**src/rtl/reg_file_param.sv**
```systemverilog
// Parameterised register file: combinational multi-port reads, byte-enabled write
// with optional same-cycle forwarding, optional hardwired zero register, pending scoreboard.
module reg_file_param #(
    parameter int unsigned DATA_W   = 32,
    parameter int unsigned ADDR_W   = 4,
    parameter int unsigned NUM_RD   = 2,
    parameter int unsigned ZERO_REG = 0,
    parameter int unsigned BYPASS   = 1
) (
    input  logic                       clk,
    input  logic                       reset,
    input  logic                       wr_en,
    input  logic [ADDR_W-1:0]          write_addr,
    input  logic [DATA_W-1:0]          write_data,
    input  logic [DATA_W/8-1:0]        write_be,
    input  logic [NUM_RD*ADDR_W-1:0]   read_addr,
    output logic [NUM_RD*DATA_W-1:0]   read_data,
    input  logic                       rsv_en,
    input  logic [ADDR_W-1:0]          rsv_addr,
    output logic [NUM_RD-1:0]          read_pending
);

    localparam int unsigned DEPTH     = 2 ** ADDR_W;
    localparam int unsigned NUM_BYTES = DATA_W / 8;

    logic [DATA_W-1:0] regs_q [DEPTH];
    logic [DEPTH-1:0]  pend_q;
    logic [DEPTH-1:0]  pend_d;
    logic [DATA_W-1:0] wr_data_d;
    logic              wr_store;
    logic              rsv_take;

    // Value that the write would leave in the target register after byte merging.
    for (genvar b = 0; b < NUM_BYTES; b++) begin : g_merge
        assign wr_data_d[b*8 +: 8] = write_be[b] ? write_data[b*8 +: 8]
                                                 : regs_q[write_addr][b*8 +: 8];
    end

    assign wr_store = wr_en && !((ZERO_REG == 1) && (write_addr == ADDR_W'(0)));
    assign rsv_take = rsv_en && !((ZERO_REG == 1) && (rsv_addr == ADDR_W'(0)));

    // Reserve is applied after the clear so a same-address reserve wins.
    always_comb begin
        pend_d = pend_q;
        if (wr_en) begin
            pend_d[write_addr] = 1'b0;
        end
        if (rsv_take) begin
            pend_d[rsv_addr] = 1'b1;
        end
    end

    always_ff @(posedge clk) begin
        if (reset) begin
            for (int unsigned i = 0; i < DEPTH; i++) begin
                regs_q[i] <= '0;
            end
            pend_q <= '0;
        end else begin
            if (wr_store) begin
                regs_q[write_addr] <= wr_data_d;
            end
            pend_q <= pend_d;
        end
    end

    // Read ports; the pending flag is deliberately not forwarded.
    for (genvar k = 0; k < NUM_RD; k++) begin : g_rd
        logic [ADDR_W-1:0] ra;
        logic              zero_hit;
        logic              fwd_hit;

        assign ra       = read_addr[k*ADDR_W +: ADDR_W];
        assign zero_hit = (ZERO_REG == 1) && (ra == ADDR_W'(0));
        assign fwd_hit  = (BYPASS == 1) && wr_en && (ra == write_addr);

        assign read_data[k*DATA_W +: DATA_W] = zero_hit ? DATA_W'(0)
                                             : fwd_hit  ? wr_data_d
                                             : regs_q[ra];
        assign read_pending[k] = zero_hit ? 1'b0 : pend_q[ra];
    end

endmodule
```
**config.mk**
```make
export PLATFORM = sky130hd
export DESIGN_NAME = reg_file_param
export DESIGN_NICKNAME = d
export VERILOG_FILES = /design/src/rtl/reg_file_param.sv
export SDC_FILE = /design/constraint.sdc
export NUM_CORES = 1
export LEC_CHECK = 0
export ABC_AREA = 1
export BUFFER_PORTS_ARGS = -buffer_cell sky130_fd_sc_hd__buf_2
export CELL_PAD_IN_SITES_DETAIL_PLACEMENT = 1
export CELL_PAD_IN_SITES_GLOBAL_PLACEMENT = 2
export CORE_ASPECT_RATIO = 0.5
export CORE_MARGIN = 5
export CORE_UTILIZATION = 35
export CTS_CLUSTER_SIZE = 24
export DETAILED_ROUTE_END_ITERATION = 12
export PLACE_DENSITY = 0.88
export SLEW_MARGIN = 10
export SYNTH_ARGS = -nofsm -noshare
export SYNTH_HDL_FRONTEND = slang
export SYNTH_SLANG_ARGS = --single-unit
```
**constraint.sdc**
```tcl
create_clock -name clk -period 3.4 [get_ports clk]
set_clock_uncertainty 0.1 [all_clocks]
set_input_delay 0.68 -clock clk [delete_from_list [all_inputs] [get_ports clk]]
set_output_delay 0.68 -clock clk [all_outputs]
set_load 0.005 [all_outputs]
```
==> results of run 1 <==
-- layout make-up --
cell class                      instances  area, µm²
Tap cell                             1344       1680
Inverter                              383       1450
Clock inverter                         43        494
Multi-Input combinational cell       3652      16200
Timing Repair Buffer                  277       2630
Clock buffer                           62       1450
Fill cell                           12400      60100
Sequential cell                       528      15700
-- worst max-delay path by stage --
stage	end	cells after the start
after detailed placement	read_data[45]	12
after global placement	read_data[45]	12
after CTS	read_data[28]	12
final	read_data[28]	12
after floorplan	regs_q[4][0]	8
after global routing	read_data[28]	12
-- power by group through the flow --
stage / logic (µW) / clock network [µW] / registers, µW
after detailed placement: 3190 / 0 / 7680
after global placement: 3130 / 0 / 7660
after global routing: 3500 / 7130 / 7570
after CTS: 3210 / 6860 / 7540
after floorplan: 1850 / 0 / 7630
final: 3290 / 6850 / 7550
-- synthesized netlist by cell type --
library cell and count:
a21oi_1 370, buf_1 40, buf_2 114, buf_4 18, buf_6 4, clkbuf_1 229
clkinv_1 15, dfxtp_1 16, edfxtp_1 512, inv_1 363, inv_2 5, nand2_1 1393
nand2_2 37, nand3_1 496, nor2_1 761, nor2_2 3, nor2_4 1, nor3_1 17
o211ai_1 187, o21ai_0 380, o22ai_1 6, o32ai_1 1
-- per-layer routing --
metal	routed length [µm]	up-vias	part of all wire, %
met5	13	-	0.0077
met4	7370	2	4.4
met3	18900	443	11
met2	74100	2229	44
met1	68700	18800	41
li1	-	16300	-
-- flip-flops by register name (all words and copies together), names as in the netlist --
register / count
pend_q: 16
regs_q: 512
-- logic make-up after synthesis --
family / count (synthesis) / synth area share [%]
flops: 528 / 44.8
compound gates: 944 / 14.9
simple gates: 2708 / 31.2
buf+inv: 788 / 9.13
-- metrics by stage --
stage	std cells	cell area, µm²	hold slack [ps]
2_1_floorplan	4968	35000	333
3_3_place_gp	6184	37600	354
3_5_place_dp	6184	37600	356
4_1_cts	6289	39600	154
5_1_grt	6289	39600	173
6_report	6289	39600	164
-- worst max-delay path, cell delays in order --
cell and delay [ps]:
buf_4 260, buf_4 370, buf_4 260, nand2_1 80, nand2_1 60, nand2_1 50, nand2_1 120, nor2_1 70
nand2_1 170, nand3_1 120, nand2_1 110, buf_2 140
-- cell usage in the layout, fill, tap and decap left out --
master,count
buf_2,113
clkinv_4,2
inv_2,23
clkbuf_16,57
inv_6,3
nand3_2,3
clkinv_2,16
o22ai_1,6
inv_1,353
nor3_1,17
buf_8,2
buf_12,64
bufinv_16,11
clkinvlp_4,2
clkbuf_8,2
nand2_1,1377
inv_4,1
buf_6,2
o211ai_1,187
dfxtp_1,16
buf_4,94
nand2_2,53
nor2_4,4
edfxtp_1,512
a21oi_1,370
clkinv_1,15
nand3_1,493
o32ai_1,1
nor2_1,761
clkbuf_1,5
o21ai_0,380
==> qor.txt, run 1 <==
min setup slack post-route: 88.7 ps
Critical Path Start Type: primary input
vias: 37,800
max cap viols: 0
Setup crit start: write_addr[1]
final core occ: 39.7%
CTS buffer count: 57
GP Congestion: 0.888
Final Cycle Share: 97.4%
Final #Nets: 4,955
Die Wd: 457 µm
met2 Resource Use GR: 48.4%
Yosys cell types: 22
leakage power total: 0.0168 µW
capturing point of the worst reg2reg path: regs_q[14][28]
crit end category: output port
post-DP HPWL: 99,000 µm
synth warn: 0
critical-path maximum fanout: 16
RSZ-0062 raised after global routing: no
Worst-Margin Slew: 894 ps
GRT Total Usage: 30.5%
power per cell area: 447 nW/µm²
site row count: 82
CTS Sinks: 528
Seq/Total Area, Yosys: 44.8%
global route hottest layer: met2
Worst-Skew Late Latency: 650 ps
Post-route DRC: 0
Mean Syn Cell Area: 7.05 µm²
power share of the combinational group: 18.6%
IO Pins: 122
GR Util met3: 6.01%
full die area: 107,000 µm²
vias in the first global route: 37,600
Hold Fails Final Rpt: 0
core outline area: 99,700 µm²
worst min path class: in -> reg
Total Power: 17,700 µW
post-CTS sizing: 0
Root Buffer: clkbuf_16
grt ovf: 0
Die Ht: 234 µm
Worst Hold Path EP: pend_q[13]
drt first-iter violations: 4,537
peak supply drop: 347 µV
Clock Power Share: 38.7%
sequential power share: 42.7%
Switch Pwr: 5520 µW
Total Wirelength: 169,000 µm
Highest Clock Rate: 302 MHz
status: completed
DR vias/cell: 6.01
CTS Hold Buffers Added: 0
Crit Path Category: in -> out
Worst Reg-to-Reg Cells: 10
First-pass DRT Iterations: 8
Mapped Area: 35,000 µm²
Yosys reg bits: 528
post-synthesis cell count: 4,968
Worst Path Required: 2620 ps
Reg2Reg Launch Point: regs_q[2][28]
initial core utilization: 35.1%
Synth top area share: 43.9%
Worst-path clk slew: 70 ps
initial antenna violation count: 3
CP arrival: 2530 ps
first-pass GRT wire length: 244,000 µm
postcts setup bufs: 0
post-route antenna net violation count: 0
CTS Buffer Depth: 3
layout cell share with drive strength beyond 1: 9.14%
endpoints failing setup: 0
R2R Setup Slk: 1460 ps
GR met1 Demand/Resource: 41.0%
Layout area overhead: 13.1%
post-route setup TNS: 0 ps
sw frac: 31.2%
largest net degree at the start of global routing: 116
ranking of synthesized cells by area: edfxtp_1 (44%), nand2_1 (15%), nor2_1 (8.2%), nand3_1 (7.1%), o21ai_0 (5.4%)
hold path cells: 2
max-slew violation count: 0
Place WS: 188 ps
I/O Buffers: 121
cell taking the most area after synthesis: edfxtp_1
CTS tree: yes
slew margin rel.: 40.4%
DR WL/cell: 26.9 µm
hold path start: reset
Mapped Nets: 5,024
# H-tree levels: 2
diodes inserted: 0
post-route minimum period: 3310 ps
internal power: 12,200 µW
Power figures use the tool's default switching activity.
==> run 2: changes to the inputs <==
ABC_CLOCK_PERIOD_IN_PS = 3400   (was unset)
PLACE_DENSITY = 0.78   (was 0.88)
==> run 2 against run 1 <==
  * Die area stayed put
  * Sequential share of layout area rose by 0.23 points
  * Utilization shrank 0.23 points
  * Final cell count unchanged
  * Clock-buffer cell count rose by 12
  * Register-to-register slack worse by 40 ps
  * Critical path depth fell by 2
  * Sequential power barely moved
  * Combinational power hardly changed
  * Worst hold slack better by 18 ps
  * Setup slack got worse by 22 ps
  * Power fell by 4.3%
  * Critical endpoint is now read_data[16]
  * Largest cell class unchanged
==> qor.txt, run 2 (synthesis gave the netlist of run 1 again) <==
most frequent cells in the layout: nand2_1 (1,377), nor2_1 (761), edfxtp_1 (512)
critical-path maximum fanout: 27
Total Wirelength: 171,000 µm
Worst-path clk slew: 60 ps
Final Cycle Share: 98.0%
vias in the first global route: 37,000
core outline area: 99,700 µm²
CP arrival: 2550 ps
CTS Sinks: 528
Critical Path Sink: read_data[16]
Layout area overhead: 12.4%
RSZ-0062 raised after global routing: no
post-route setup TNS: 0 ps
Biggest register: regs_q
Setup crit start: write_addr[0]
full die area: 107,000 µm²
initial core utilization: 35.1%
post-DP HPWL: 101,000 µm
Place WS: 110 ps
CTS Hold Buffers Added: 0
grt ovf: 0
initial antenna violation count: 4
post-CTS sizing: 0
post-route minimum period: 3330 ps
commonest non-fill, non-tap cell in the layout: nand2_1
post-route antenna net violation count: 0
DR vias/cell: 5.91
worst min path class: in -> reg
DR WL/cell: 27.3 µm
first-pass GRT wire length: 245,000 µm
peak supply drop: 363 µV
max cap viols: 0
max FFs per register: 512
drt first-iter violations: 4,190
max-slew violation count: 0
Worst-Margin Slew: 889 ps
I/O Buffers: 121
capturing point of the worst reg2reg path: regs_q[10][9]
slew margin rel.: 40.7%
Root Buffer: clkbuf_16
largest net degree at the start of global routing: 99
Die Wd: 457 µm
Highest Clock Rate: 300 MHz
postcts setup bufs: 0
leakage power total: 0.0167 µW
Worst Reg-to-Reg Cells: 8
First-pass DRT Iterations: 5
crit end category: output port
Die Ht: 234 µm
Post-route DRC: 0
status: completed
Reg2Reg Launch Point: regs_q[13][9]
Final #Nets: 4,955
endpoints failing setup: 0
R2R Setup Slk: 1420 ps
Hold Fails Final Rpt: 0
IO Pins: 122
CTS buffer count: 57
min setup slack post-route: 67.1 ps
vias: 37,200
power per cell area: 430 nW/µm²
Critical Path Start Type: primary input
Top Registers: regs_q x512, pend_q x16
Worst-Skew Late Latency: 670 ps
# H-tree levels: 2
CTS tree: yes
Worst Path Required: 2620 ps
GP Congestion: 0.857
layout cell share with drive strength beyond 1: 8.78%
Crit Path Category: in -> out
site row count: 82
GRT Total Usage: 31.0%
CTS Buffer Depth: 3
[run 2: metal layers]
metal | global-route usage, % | up-vias | wire (µm)
met5 | 0 | - | 0
met4 | 11.8 | 0 | 6910
met3 | 5.27 | 361 | 15700
met2 | 50.5 | 1782 | 76900
met1 | 41.4 | 18700 | 71900
li1 | - | 16300 | -
[run 2: final cells by class]
type	instances	area (µm²)
well taps	1344	1680
fillers	12400	60400
flip-flops and latches	528	15700
diodes	1	2.50
clock buffers	74	1530
inverters	383	1450
clock inverters	30	154
multi-input cells	3652	16200
repair buffers	277	2660
[run 2: through the flow]
stage	total power, µW	utilization [%]	instances	area [µm²]	hold WS (ps)
floorplan	9480	-	4968	35000	333
global placement	10800	37.8	6184	37700	353
detailed placement	10900	37.8	6184	37700	358
CTS	16900	39.5	6288	39400	159
global route	17500	39.5	6288	39400	171
finish	16900	39.5	6289	39400	182
[run 2: worst min path at each step]
stage,start,to,cells after the start
finish,reset,pend_q[13],2
global route,reset,pend_q[15],2
floorplan,pend_q[13],pend_q[13],2
global placement,pend_q[13],pend_q[13],2
detailed placement,pend_q[13],pend_q[13],2
CTS,reset,pend_q[15],2
[run 2: where the power goes]
group          switching [µW]  leakage, µW  total [µW]  internal, µW
Combinational            2380       0.0104        3280           892
Clock                    2890     0.000826        6110          3220
Sequential                160      0.00544        7550          7390
[run 2: critical path, stage by stage]
cell and delay (ps):
buf_6 160, buf_4 360, nor2_1 100, nor3_1 170, nand2_1 110, nor2_4 160
buf_4 340, nand3_1 150, nand2_1 170, buf_2 140
